==> src/rtl/elastic_pkg.sv <==
// Shared parameters and opcode encoding for the elastic PE output half
// (ALU stage, result FIFO and eager fork).
package elastic_pkg;

  localparam int DATA_WIDTH                     = 32;
  localparam int ADDRESS_WIDTH                  = 32;
  localparam int OPERATION_BIT_LENGTH           = 4;
  localparam int NEIGHBOR_PE_NUM                = 4;
  localparam int ELASTIC_BUFFER_SIZE            = 4;
  localparam int ELASTIC_BUFFER_SIZE_BIT_LENGTH = $clog2(ELASTIC_BUFFER_SIZE);

  localparam logic [OPERATION_BIT_LENGTH-1:0] OP_NOP   = 4'd0;
  localparam logic [OPERATION_BIT_LENGTH-1:0] OP_ADD   = 4'd1;
  localparam logic [OPERATION_BIT_LENGTH-1:0] OP_SUB   = 4'd2;
  localparam logic [OPERATION_BIT_LENGTH-1:0] OP_MUL   = 4'd3;
  localparam logic [OPERATION_BIT_LENGTH-1:0] OP_CONST = 4'd4;
  localparam logic [OPERATION_BIT_LENGTH-1:0] OP_LOAD  = 4'd5;
  localparam logic [OPERATION_BIT_LENGTH-1:0] OP_STORE = 4'd6;
  localparam logic [OPERATION_BIT_LENGTH-1:0] OP_ROUTE = 4'd7;

  // NOP, STORE and unassigned opcodes consume the token without producing a result.
  function automatic logic opHasResult(input logic [OPERATION_BIT_LENGTH-1:0] opCode);
    case (opCode)
      OP_ADD, OP_SUB, OP_MUL, OP_CONST, OP_LOAD, OP_ROUTE: opHasResult = 1'b1;
      default:                                             opHasResult = 1'b0;
    endcase
  endfunction

endpackage

==> src/rtl/elastic_fifo.sv <==
// Circular elastic buffer with occupancy count; depth must be a power of two
// so that the pointers wrap by plain overflow.
module elastic_fifo #(
  parameter int WIDTH      = 32,
  parameter int DEPTH      = 4,
  parameter int DEPTH_BITS = $clog2(DEPTH)
) (
  input  logic                  clk,
  input  logic                  reset_n,
  input  logic                  push_i,
  input  logic [WIDTH-1:0]      data_i,
  input  logic                  pop_i,
  output logic [WIDTH-1:0]      data_o,
  output logic                  full_o,
  output logic                  empty_o,
  output logic [DEPTH_BITS:0]   count_o
);

  logic [WIDTH-1:0]      mem_q [DEPTH];
  logic [DEPTH_BITS-1:0] wrPtr_q, wrPtr_d;
  logic [DEPTH_BITS-1:0] rdPtr_q, rdPtr_d;
  logic [DEPTH_BITS:0]   count_q, count_d;

  always_comb begin
    wrPtr_d = push_i ? wrPtr_q + DEPTH_BITS'(1) : wrPtr_q;
    rdPtr_d = pop_i  ? rdPtr_q + DEPTH_BITS'(1) : rdPtr_q;
    count_d = count_q;
    if (push_i && !pop_i) count_d = count_q + (DEPTH_BITS+1)'(1);
    if (!push_i && pop_i) count_d = count_q - (DEPTH_BITS+1)'(1);
  end

  always_ff @(posedge clk or negedge reset_n) begin
    if (!reset_n) begin
      wrPtr_q <= '0;
      rdPtr_q <= '0;
      count_q <= '0;
    end else begin
      wrPtr_q <= wrPtr_d;
      rdPtr_q <= rdPtr_d;
      count_q <= count_d;
    end
  end

  // Storage needs no reset: the count alone decides which entries are live.
  always_ff @(posedge clk) begin
    if (push_i) mem_q[wrPtr_q] <= data_i;
  end

  assign data_o  = mem_q[rdPtr_q];
  assign full_o  = (count_q == (DEPTH_BITS+1)'(DEPTH));
  assign empty_o = (count_q == '0);
  assign count_o = count_q;

endmodule

==> src/rtl/elastic_alu_buffer_fork.sv <==
// Output half of an elastic CGRA PE: zero-latency ALU, result FIFO and an
// eager fork that broadcasts each buffered result to the masked neighbours.
module elastic_alu_buffer_fork
  import elastic_pkg::*;
(
  input  logic                                clk,
  input  logic                                reset_n,
  input  logic [DATA_WIDTH-1:0]               input_data_1,
  input  logic [DATA_WIDTH-1:0]               input_data_2,
  input  logic                                valid_input,
  output logic                                stop_input,
  input  logic [OPERATION_BIT_LENGTH-1:0]     op,
  input  logic [DATA_WIDTH-1:0]               const_data,
  output logic [ADDRESS_WIDTH-1:0]            memory_write_address,
  output logic                                memory_write,
  output logic [DATA_WIDTH-1:0]               memory_write_data,
  output logic [ADDRESS_WIDTH-1:0]            memory_read_address,
  input  logic [DATA_WIDTH-1:0]               memory_read_data,
  input  logic [NEIGHBOR_PE_NUM-1:0]          available_output,
  output logic [DATA_WIDTH-1:0]               output_data [NEIGHBOR_PE_NUM],
  output logic [NEIGHBOR_PE_NUM-1:0]          valid_output,
  input  logic [NEIGHBOR_PE_NUM-1:0]          stop_output,
  output logic                                switch_context_alu,
  output logic                                switch_context_fork,
  output logic [ELASTIC_BUFFER_SIZE_BIT_LENGTH:0] DEBUG_data_size
);

  logic [DATA_WIDTH-1:0]      aluResult;
  logic                       hasResult;
  logic                       fire;
  logic                       push;
  logic                       pop;
  logic                       fifoFull;
  logic                       fifoEmpty;
  logic [DATA_WIDTH-1:0]      fifoHead;
  logic                       forkIn;
  logic                       forkAll;
  logic [NEIGHBOR_PE_NUM-1:0] taken;
  logic [NEIGHBOR_PE_NUM-1:0] done_q, done_d;

  always_comb begin
    aluResult = '0;
    hasResult = opHasResult(op);
    case (op)
      OP_ADD:   aluResult = input_data_1 + input_data_2;
      OP_SUB:   aluResult = input_data_1 - input_data_2;
      OP_MUL:   aluResult = input_data_1 * input_data_2;
      OP_CONST: aluResult = const_data;
      OP_LOAD:  aluResult = memory_read_data;
      OP_ROUTE: aluResult = input_data_1;
      default:  aluResult = '0;
    endcase
  end

  // Tokens without a result never need FIFO space, so they are never stalled.
  assign stop_input         = hasResult & fifoFull;
  assign fire               = valid_input & ~stop_input;
  assign push               = fire & hasResult;
  assign switch_context_alu = fire;

  if (ADDRESS_WIDTH > DATA_WIDTH) begin : gZeroExtend
    assign memory_read_address  = {{(ADDRESS_WIDTH-DATA_WIDTH){1'b0}}, input_data_1};
  end else begin : gTruncate
    assign memory_read_address  = input_data_1[ADDRESS_WIDTH-1:0];
  end
  assign memory_write_address = memory_read_address;
  assign memory_write_data    = input_data_2;
  assign memory_write         = fire & (op == OP_STORE);

  elastic_fifo #(
    .WIDTH      (DATA_WIDTH),
    .DEPTH      (ELASTIC_BUFFER_SIZE),
    .DEPTH_BITS (ELASTIC_BUFFER_SIZE_BIT_LENGTH)
  ) uFifo (
    .clk     (clk),
    .reset_n (reset_n),
    .push_i  (push),
    .data_i  (aluResult),
    .pop_i   (pop),
    .data_o  (fifoHead),
    .full_o  (fifoFull),
    .empty_o (fifoEmpty),
    .count_o (DEBUG_data_size)
  );

  // Eager fork: each neighbour takes the head independently; done_q remembers
  // who already has it until every masked neighbour is served.
  assign forkIn              = ~fifoEmpty;
  assign valid_output        = {NEIGHBOR_PE_NUM{forkIn}} & available_output & ~done_q;
  assign taken               = valid_output & ~stop_output;
  assign forkAll             = &(~available_output | done_q | taken);
  assign pop                 = forkIn & forkAll;
  assign switch_context_fork = pop;

  always_comb begin
    done_d = pop ? '0 : (done_q | taken);
  end

  always_ff @(posedge clk or negedge reset_n) begin
    if (!reset_n) done_q <= '0;
    else          done_q <= done_d;
  end

  for (genvar k = 0; k < NEIGHBOR_PE_NUM; k++) begin : gForkData
    assign output_data[k] = fifoHead;
  end

endmodule

==> config.mk <==
export PLATFORM = sky130hd
export DESIGN_NAME = elastic_alu_buffer_fork
export DESIGN_NICKNAME = d
export VERILOG_FILES = /design/src/rtl/elastic_pkg.sv /design/src/rtl/elastic_fifo.sv /design/src/rtl/elastic_alu_buffer_fork.sv
export SDC_FILE = /design/constraint.sdc
export NUM_CORES = 1
export LEC_CHECK = 0
export BUFFER_PORTS_ARGS = -buffer_cell sky130_fd_sc_hd__buf_2
export CORE_MARGIN = 2
export CORE_UTILIZATION = 25
export CTS_CLUSTER_SIZE = 28
export DETAILED_ROUTE_END_ITERATION = 12
export GPL_TIMING_DRIVEN = 0
export HOLD_SLACK_MARGIN = 0.06
export REMOVE_ABC_BUFFERS = 1
export SYNTH_ARGS = -nofsm -noshare
export SYNTH_HDL_FRONTEND = slang
export SYNTH_SLANG_ARGS = --single-unit
==> constraint.sdc <==
create_clock -name clk -period 2.3 [get_ports clk]
set_clock_uncertainty 0.05 [all_clocks]
set_input_delay 0.46 -clock clk [delete_from_list [all_inputs] [get_ports clk]]
set_output_delay 0.46 -clock clk [all_outputs]
set_load 0.03 [all_outputs]
==> qor.yml, run 1 <==
global_routing:
  grt_start_max_net_pins: 40
  first_pass_grt_wire_length_um: 137000
  grt_antenna_before_repair: 15
  global_route.usage.total_pct: 17.7
  first_global_vias: 20697
  global_route.overflow_total: 0
placed_design:
  place_congestion: 0.888
  dp_hpwl_um: 59200
  port-buffer-count: 377
  pre_cts_ws_ns: -6.28
critical_path:
  cpMostUsedCell: "sky130_fd_sc_hd__fa_1"
  buffers_inverters_on_critical_path: 3
  critical_path.cell_chain: "buf_4 > and2_1 > fa_1 > fa_1 > inv_1 > fa_1 > fa_1 > inv_1 > fa_1 > fa_1 > fa_1 > fa_1 > ha_4 > a21oi_2 > o21bai_1 > a221o_1 > a21oi_1 > nor2b_1 > a211oi_4 > xnor2_2 > a221o_1"
  critical_path_class: "in2reg"
  path_depth: 21
  critPathMaxStageDelay_ns: 0.58
  worst_setup_path_start_kind: "input pin"
  cp_data_arrival_time_ns: 7.04
  endpoint_kind_of_the_worst_setup_timing_path: "register"
  crit_path_top_delay_cell: "sky130_fd_sc_hd__fa_1"
  worst-r2r-cell-count: 10
  critPathRequiredTime_ns: 2.41
  worstPathMaxFanout: 18
  cpLargestDelayFamily: "adder cells"
logic_synthesis:
  synth_top_flop_cell: "sky130_fd_sc_hd__edfxtp_1"
  syn-instance-count: 2643
  synth.yosys.seq_area_share_pct: 16.0
  synth_enable_flop_cells: 128
  synth_cell_type_count: 69
  mappedNetlistArea_um2: 25700
  async_flop_share_pct: 7.91
  synth.yosys.warnings: 0
  postSynthRegisterBits: 139
  avgSynthCellArea_um2: 9.74
floorplan:
  chipWidth_um: 325
  num_io_pins: 378
  die_y_um: 325
  fp-row-count: 117
  die_area_um2: 106000
  core_um2: 102000
  initial_core_util_pct: 25.3
timing:
  max_slew.worst_pin.slew_ns: 1.26
  totalNegativeSetupSlack_ns: -431.58
  max_clock_freq_mhz: 144
  timing_hold_violations_final: 0
  timing.final.max_slew_violations: 0
  max_slew_margin_pct: 15.9
  fin_crit_ns: 6.93
  rsz0062_at_grt: "true"
  worst_slack_ns: -4.63
  final.hold.worst_slack_ns: 0.266
  report.final.setup_viol: 248
  final_min_period_over_clock_period_pct: 301
drt:
  drc: 0
  route.antenna.remaining_nets: 0
  drt_iter0_markers: 1752
  drt_pre_antenna_iters: 6
  wl_per_cell_um: 23.0
  dr_total_vias: 20045
  totalWireLength_um: 96700
  vias_per_cell: 4.77
clock_tree:
  cts_buffers: 17
  cts.htree.levels: 4
  worst_setup_hold_path_clk_slew_ns: 0.07
  cts_buffer_depth: 2
  insertion_delay_ns: 0.42
  clkSinkCount: 139
  cts_root_buffer: "sky130_fd_sc_hd__clkbuf_16"
  cts_tree: "built"
layout:
  area_growth_syn_to_layout_pct: 24.3
  layout.cells.most_common: "sky130_fd_sc_hd__fa_1"
  fin_nets: 3525
  layout-drive-gt1-share_pct: 27.8
  mostFrequentLayoutCells: "395 x sky130_fd_sc_hd__fa_1, 380 x sky130_fd_sc_hd__inv_1, 279 x sky130_fd_sc_hd__and2_1"
job:
  count_of_max_cap_constraint_violations: 0
run_status:
  outcome: "complete, but fails checks"
  failing_checks: "negative setup slack"
min_path:
  worstHoldPathType: "in2reg"
  timing.hold.worst_path_depth: 3
==> cell usage after synthesis, drive strengths merged (3+ instances only) <==
cell type,count,area (µm²)
a221o,7,70.1
ha,161,2010
o31ai,15,113
or4,5,48.8
nor2b,12,75.1
mux2,27,304
a22oi,31,233
dfrtp,11,275
nand2b,8,50.1
a31oi,7,43.8
o21bai,7,52.6
o221ai,10,87.6
nand2,261,980
a21oi,59,295
xnor2,87,762
and2,317,1990
a211oi,9,67.6
edfxtp,128,3840
mux4,32,721
buf,204,1500
nor3,21,105
nand3b,5,37.5
mux2i,9,90.1
o21a,9,67.6
nor4,5,31.3
o21ai,51,259
nand4,3,18.8
clkbuf,126,473
o41ai,3,26.3
nor2,54,203
a21o,24,180
or3,9,61.3
a32oi,4,35.0
a221oi,3,26.3
inv,400,1500
and4,3,26.3
fa,410,8210
and3,6,37.5
xor2,59,517
nand3,12,60.1
==> final cells by class <==
| class | instances | area, µm² |
|---|---|---|
| fill | 10366 | 69900 |
| multi-input combinational | 1775 | 19400 |
| timing repair buffer | 478 | 4610 |
| sequential | 139 | 4130 |
| tap | 1368 | 1710 |
| inverter | 400 | 1500 |
| clock buffer | 17 | 425 |
| clock inverter | 15 | 171 |
| antenna | 7 | 17.5 |
==> path summary, 6_finish.rpt <==
path | slack [ns] | end | start
max in group asynchronous | 1.61 | uFifo.rdPtr_q[1] | reset_n
max reg2reg | 0.06 | uFifo.count_o[2] | uFifo.count_o[0]
min in group asynchronous | 0.38 | done_q[2] | reset_n
max | -4.63 | uFifo.mem_q[1][31] | input_data_1[18]
min | 0.27 | done_q[3] | available_output[3]
min reg2reg | 0.47 | done_q[3] | done_q[3]
==> worst reg2reg max path, cell delays in order (launching register included) <==
cell                      delay [ns]
sky130_fd_sc_hd__dfrtp_1        0.45
sky130_fd_sc_hd__inv_1          0.14
sky130_fd_sc_hd__nand4_1        0.13
sky130_fd_sc_hd__and3_1         0.30
sky130_fd_sc_hd__inv_1          0.09
sky130_fd_sc_hd__ha_1           0.18
sky130_fd_sc_hd__inv_1          0.06
sky130_fd_sc_hd__fa_1           0.37
sky130_fd_sc_hd__xor2_1         0.15
sky130_fd_sc_hd__nor2_1         0.11
sky130_fd_sc_hd__xor2_1         0.15
==> state kept, by name, summed over array words and instances, names as in the netlist <==
signal,flops
uFifo.wrPtr_q,2
done_q,4
uFifo.rdPtr_q,2
uFifo.count_o,3
uFifo.mem_q,128
==> cell families (layout without fill, tap and decap cells) <==
group / Yosys count / count (layout) / synth area share [%]
other cells: 0 / 7 / 0
mux: 68 / 68 / 4.33
xor+xnor: 146 / 146 / 4.97
simple gates: 727 / 728 / 14.7
compound gates: 262 / 262 / 6.83
flops: 139 / 139 / 16.0
buf+inv: 730 / 910 / 13.5
fa+ha+maj: 571 / 571 / 39.7
==> stage by stage <==
step,utilization [%],cells,area [µm²]
2_1_floorplan,-,2313,23800
3_3_place_gp,26.9,4058,27400
3_5_place_dp,27.1,4066,27600
4_1_cts,30.3,4166,30900
5_1_grt,31.4,4193,32000
6_report,31.4,4199,32000
==> metal layers <==
metal  part of all wire (%)  track usage, %  vias up  wire [µm]
met2                     45            28.5     1082      43600
li1                       -               -     8536          -
met1                     40            22.2    10248      38400
met3                     12            6.53      175      11200
met5                  0.028               0        -         27
met4                    3.5            5.19        4       3420
==> repair_timing <==
action	CTS	global route
endpoints found under the hold margin	11	0
setup buffers	43	25
cloned	24	5
resized for setup	378	237
setup endpoints to repair	392	263
pin swaps	103	95
hold buffers	1	0
Power of run 1 is left out: the tool's default activity adds up to more than one toggle a clock period on the data nets, which glitch-free logic cannot reach.
==> inputs of run 2 (changes only) <==
- BUFFER_PORTS_ARGS: -buffer_cell sky130_fd_sc_hd__buf_2 -> default
- DONT_BUFFER_PORTS: default -> 1
==> run 2 against run 1 <==
  * The run still ends with negative setup slack left
  * Sequential share of layout area rose by 1.9 points
  * Cell area decreased by 13%
  * Worst setup slack improved by 0.21 ns
  * Wire length down 16%
  * Sequential cell count unchanged
  * Critical path depth decreased by 1
  * Cell count fell by 10%
  * First-iteration DRC count fell by 32%
  * Maximum frequency up 3.1%
  * Non-clock buffer count shrank 426
  * Register-to-register slack lost 0.14 ns
  * Global-route usage decreased by 2.2 points
  * Critical path type unchanged
  * Critical endpoint unchanged
==> qor.yml, run 2 (synthesis gave the netlist of run 1 again) <==
drt:
  route.antenna.remaining_nets: 0  # unchanged
  drt_pre_antenna_iters: 7  # was 6
  drc: 0  # unchanged
  totalWireLength_um: 81600  # was 96700 µm
  dr_total_vias: 17845  # was 20045
  wl_per_cell_um: 21.7  # was 23.0 µm
  vias_per_cell: 4.73  # was 4.77
  drt_iter0_markers: 1197  # was 1752
floorplan:
  initial_core_util_pct: 25.3  # unchanged
  num_io_pins: 378  # unchanged
  die_area_um2: 106000  # unchanged
  die_y_um: 325  # unchanged
  chipWidth_um: 325  # unchanged
  core_um2: 102000  # unchanged
  fp-row-count: 117  # unchanged
critical_path:
  path_depth: 20  # was 21
  critPathMaxStageDelay_ns: 0.59  # was 0.58 ns
  rr_endpoint: "uFifo.count_o[2]"  # unchanged
  cp_data_arrival_time_ns: 6.83  # was 7.04 ns
  cpLargestDelayFamily: "adder cells"  # unchanged
  worst-r2r-cell-count: 9  # was 10
  endpoint_kind_of_the_worst_setup_timing_path: "register"  # unchanged
  buffers_inverters_on_critical_path: 2  # was 3
  worstPathMaxFanout: 30  # was 18
  worst_setup_path_start_kind: "input pin"  # unchanged
  crit_start: "input_data_2[8]"  # was input_data_1[18]
  worst_setup_path_endpoint: "uFifo.mem_q[1][31]"  # unchanged
  crit_path_top_delay_cell: "sky130_fd_sc_hd__fa_1"  # unchanged
  critPathRequiredTime_ns: 2.41  # about the same
  reg2reg_setup_slack_ns: -0.08  # was 0.06 ns
  reg2reg_from: "uFifo.count_o[0]"  # unchanged
  cpMostUsedCell: "sky130_fd_sc_hd__fa_1"  # unchanged
  critical_path.cell_chain: "and2_1 > fa_1 > fa_1 > inv_1 > fa_1 > fa_1 > inv_1 > fa_1 > fa_1 > fa_1 > fa_1 > ha_2 > a21oi_4 > o21bai_1 > a221o_1 > a21oi_1 > nor2b_1 > a211oi_4 > xnor2_2 > a221o_1"  # was buf_4 > and2_1 > fa_1 > fa_1 > inv_1 > fa_1 > fa_1 > inv_1 > fa_1 > fa_1 > fa_1 > fa_1 > ha_4 > a21oi_2 > o21bai_1 > a221o_1 > a21oi_1 > nor2b_1 > a211oi_4 > xnor2_2 > a221o_1
  critical_path_class: "in2reg"  # unchanged
run_status:
  failing_checks: "negative setup slack"  # unchanged
  outcome: "complete, but fails checks"  # unchanged
clock_tree:
  worst_setup_hold_path_clk_slew_ns: 0.07  # about the same
  cts_tree: "built"  # unchanged
  cts_root_buffer: "sky130_fd_sc_hd__clkbuf_16"  # unchanged
  cts_buffer_depth: 2  # unchanged
  cts_buffers: 17  # unchanged
  insertion_delay_ns: 0.43  # was 0.42 ns
  clkSinkCount: 139  # unchanged
  cts.htree.levels: 4  # unchanged
job:
  count_of_max_cap_constraint_violations: 0  # unchanged
layout:
  max_flop_register: "uFifo.mem_q"  # unchanged
  layout-drive-gt1-share_pct: 14.0  # was 27.8%
  total_area_of_sequential_cells_um2: 4130  # about the same
  layout.cells.most_common: "sky130_fd_sc_hd__fa_1"  # unchanged
  mostFrequentLayoutCells: "400 x sky130_fd_sc_hd__fa_1, 386 x sky130_fd_sc_hd__inv_1, 290 x sky130_fd_sc_hd__and2_1"  # was 395 x sky130_fd_sc_hd__fa_1, 380 x sky130_fd_sc_hd__inv_1, 279 x sky130_fd_sc_hd__and2_1
  multi_input_area_um2: 19400  # about the same
  number_of_flip_flops_in_the_largest_register: 128  # unchanged
  area_growth_syn_to_layout_pct: 8.73  # was 24.3%
  layout.filler_cells: 10767  # was 10366
  fin_nets: 3099  # was 3525
global_routing:
  grt_start_max_net_pins: 42  # was 40
  global_route.overflow_total: 0  # unchanged
  first_pass_grt_wire_length_um: 123000  # was 137000 µm
  grt_antenna_before_repair: 9  # was 15
  global_route.usage.total_pct: 15.5  # was 17.7%
  first_global_vias: 19410  # was 20697
timing:
  final_min_period_over_clock_period_pct: 292  # was 301%
  max_slew.worst_pin.slew_ns: 1.24  # was 1.26 ns
  report.final.setup_viol: 245  # was 248
  max_slew_margin_pct: 17.0  # was 15.9%
  worst_slack_ns: -4.41  # was -4.63 ns
  max_clock_freq_mhz: 149  # was 144 MHz
  totalNegativeSetupSlack_ns: -424.08  # was -431.58 ns
  rsz0062_at_grt: "true"  # unchanged
  timing_hold_violations_final: 0  # unchanged
  fin_crit_ns: 6.71  # was 6.93 ns
  timing.final.max_slew_violations: 0  # unchanged
placed_design:
  place_congestion: 0.882  # was 0.888
  port-buffer-count: 0  # was 377
  dp_hpwl_um: 57900  # was 59200 µm
min_path:
  worstHoldPathType: "in2reg"  # unchanged
-- run 2: cell types whose count changed in the layout (fill, tap and decap cells not counted), sizes merged --
cell,delta
clkinv,+3
bufbuf,-13
inv,-2
diode,-4
clkbuf,-10
buf,-403
clkinvlp,-1
-- run 2: layout make-up --
| class | instances | share of cell area, % |
|---|---|---|
| Multi-Input combinational cell | 1775 | 69.3 |
| Sequential cell | 139 | 14.8 |
| Tap cell | 1368 | 6.12 |
| Inverter | 400 | 5.37 |
| Timing Repair Buffer | 52 | 2.33 |
| Clock buffer | 17 | 1.52 |
| Clock inverter | 15 | 0.572 |
| Antenna cell | 3 | 0.0268 |
-- run 2: worst min-delay path by stage --
stage,slack [ns],endpoint,startpoint,cells after the start
after CTS,0.14,done_q[3],available_output[3],2
after global placement,0.11,done_q[2],reset_n,0
after detailed placement,0.11,done_q[3],reset_n,0
final,0.15,done_q[3],available_output[3],2
after floorplan,0.11,done_q[0],reset_n,0
after global routing,0.16,done_q[3],available_output[3],2
-- run 2: metrics by stage --
step / setup slack, ns / instances / hold WS, ns / instance area, µm² / util (%)
3_3_place_gp: -5.58 / 3681 / 0.115 / 25500 / 25.0
2_1_floorplan: -4.76 / 2313 / 0.114 / 23800 / -
6_report: -4.41 / 3769 / 0.151 / 28000 / 27.5
3_5_place_dp: -5.58 / 3689 / 0.115 / 25700 / 25.2
5_1_grt: -4.61 / 3766 / 0.163 / 28000 / 27.5
4_1_cts: -4.50 / 3753 / 0.139 / 27600 / 27.1
-- run 2: per-layer routing --
layer	wire (µm)	share of wire, %	vias to the layer above	GRT usage (%)
li1	-	-	7664	-
met1	33200	41	9272	19.7
met2	38700	47	766	25.7
met3	8160	10	127	4.69
met4	1500	1.8	16	3.55
met5	85	0.10	-	0
-- run 2: timing repair --
action	CTS	global route
hold buffers	1	0
endpoints found under the hold margin	11	0
pin swaps	68	66
setup buffers	26	22
gates cloned	5	0
setup endpoints to repair	324	246
resized for setup	182	75
Power of run 2 is left out for the same reason.
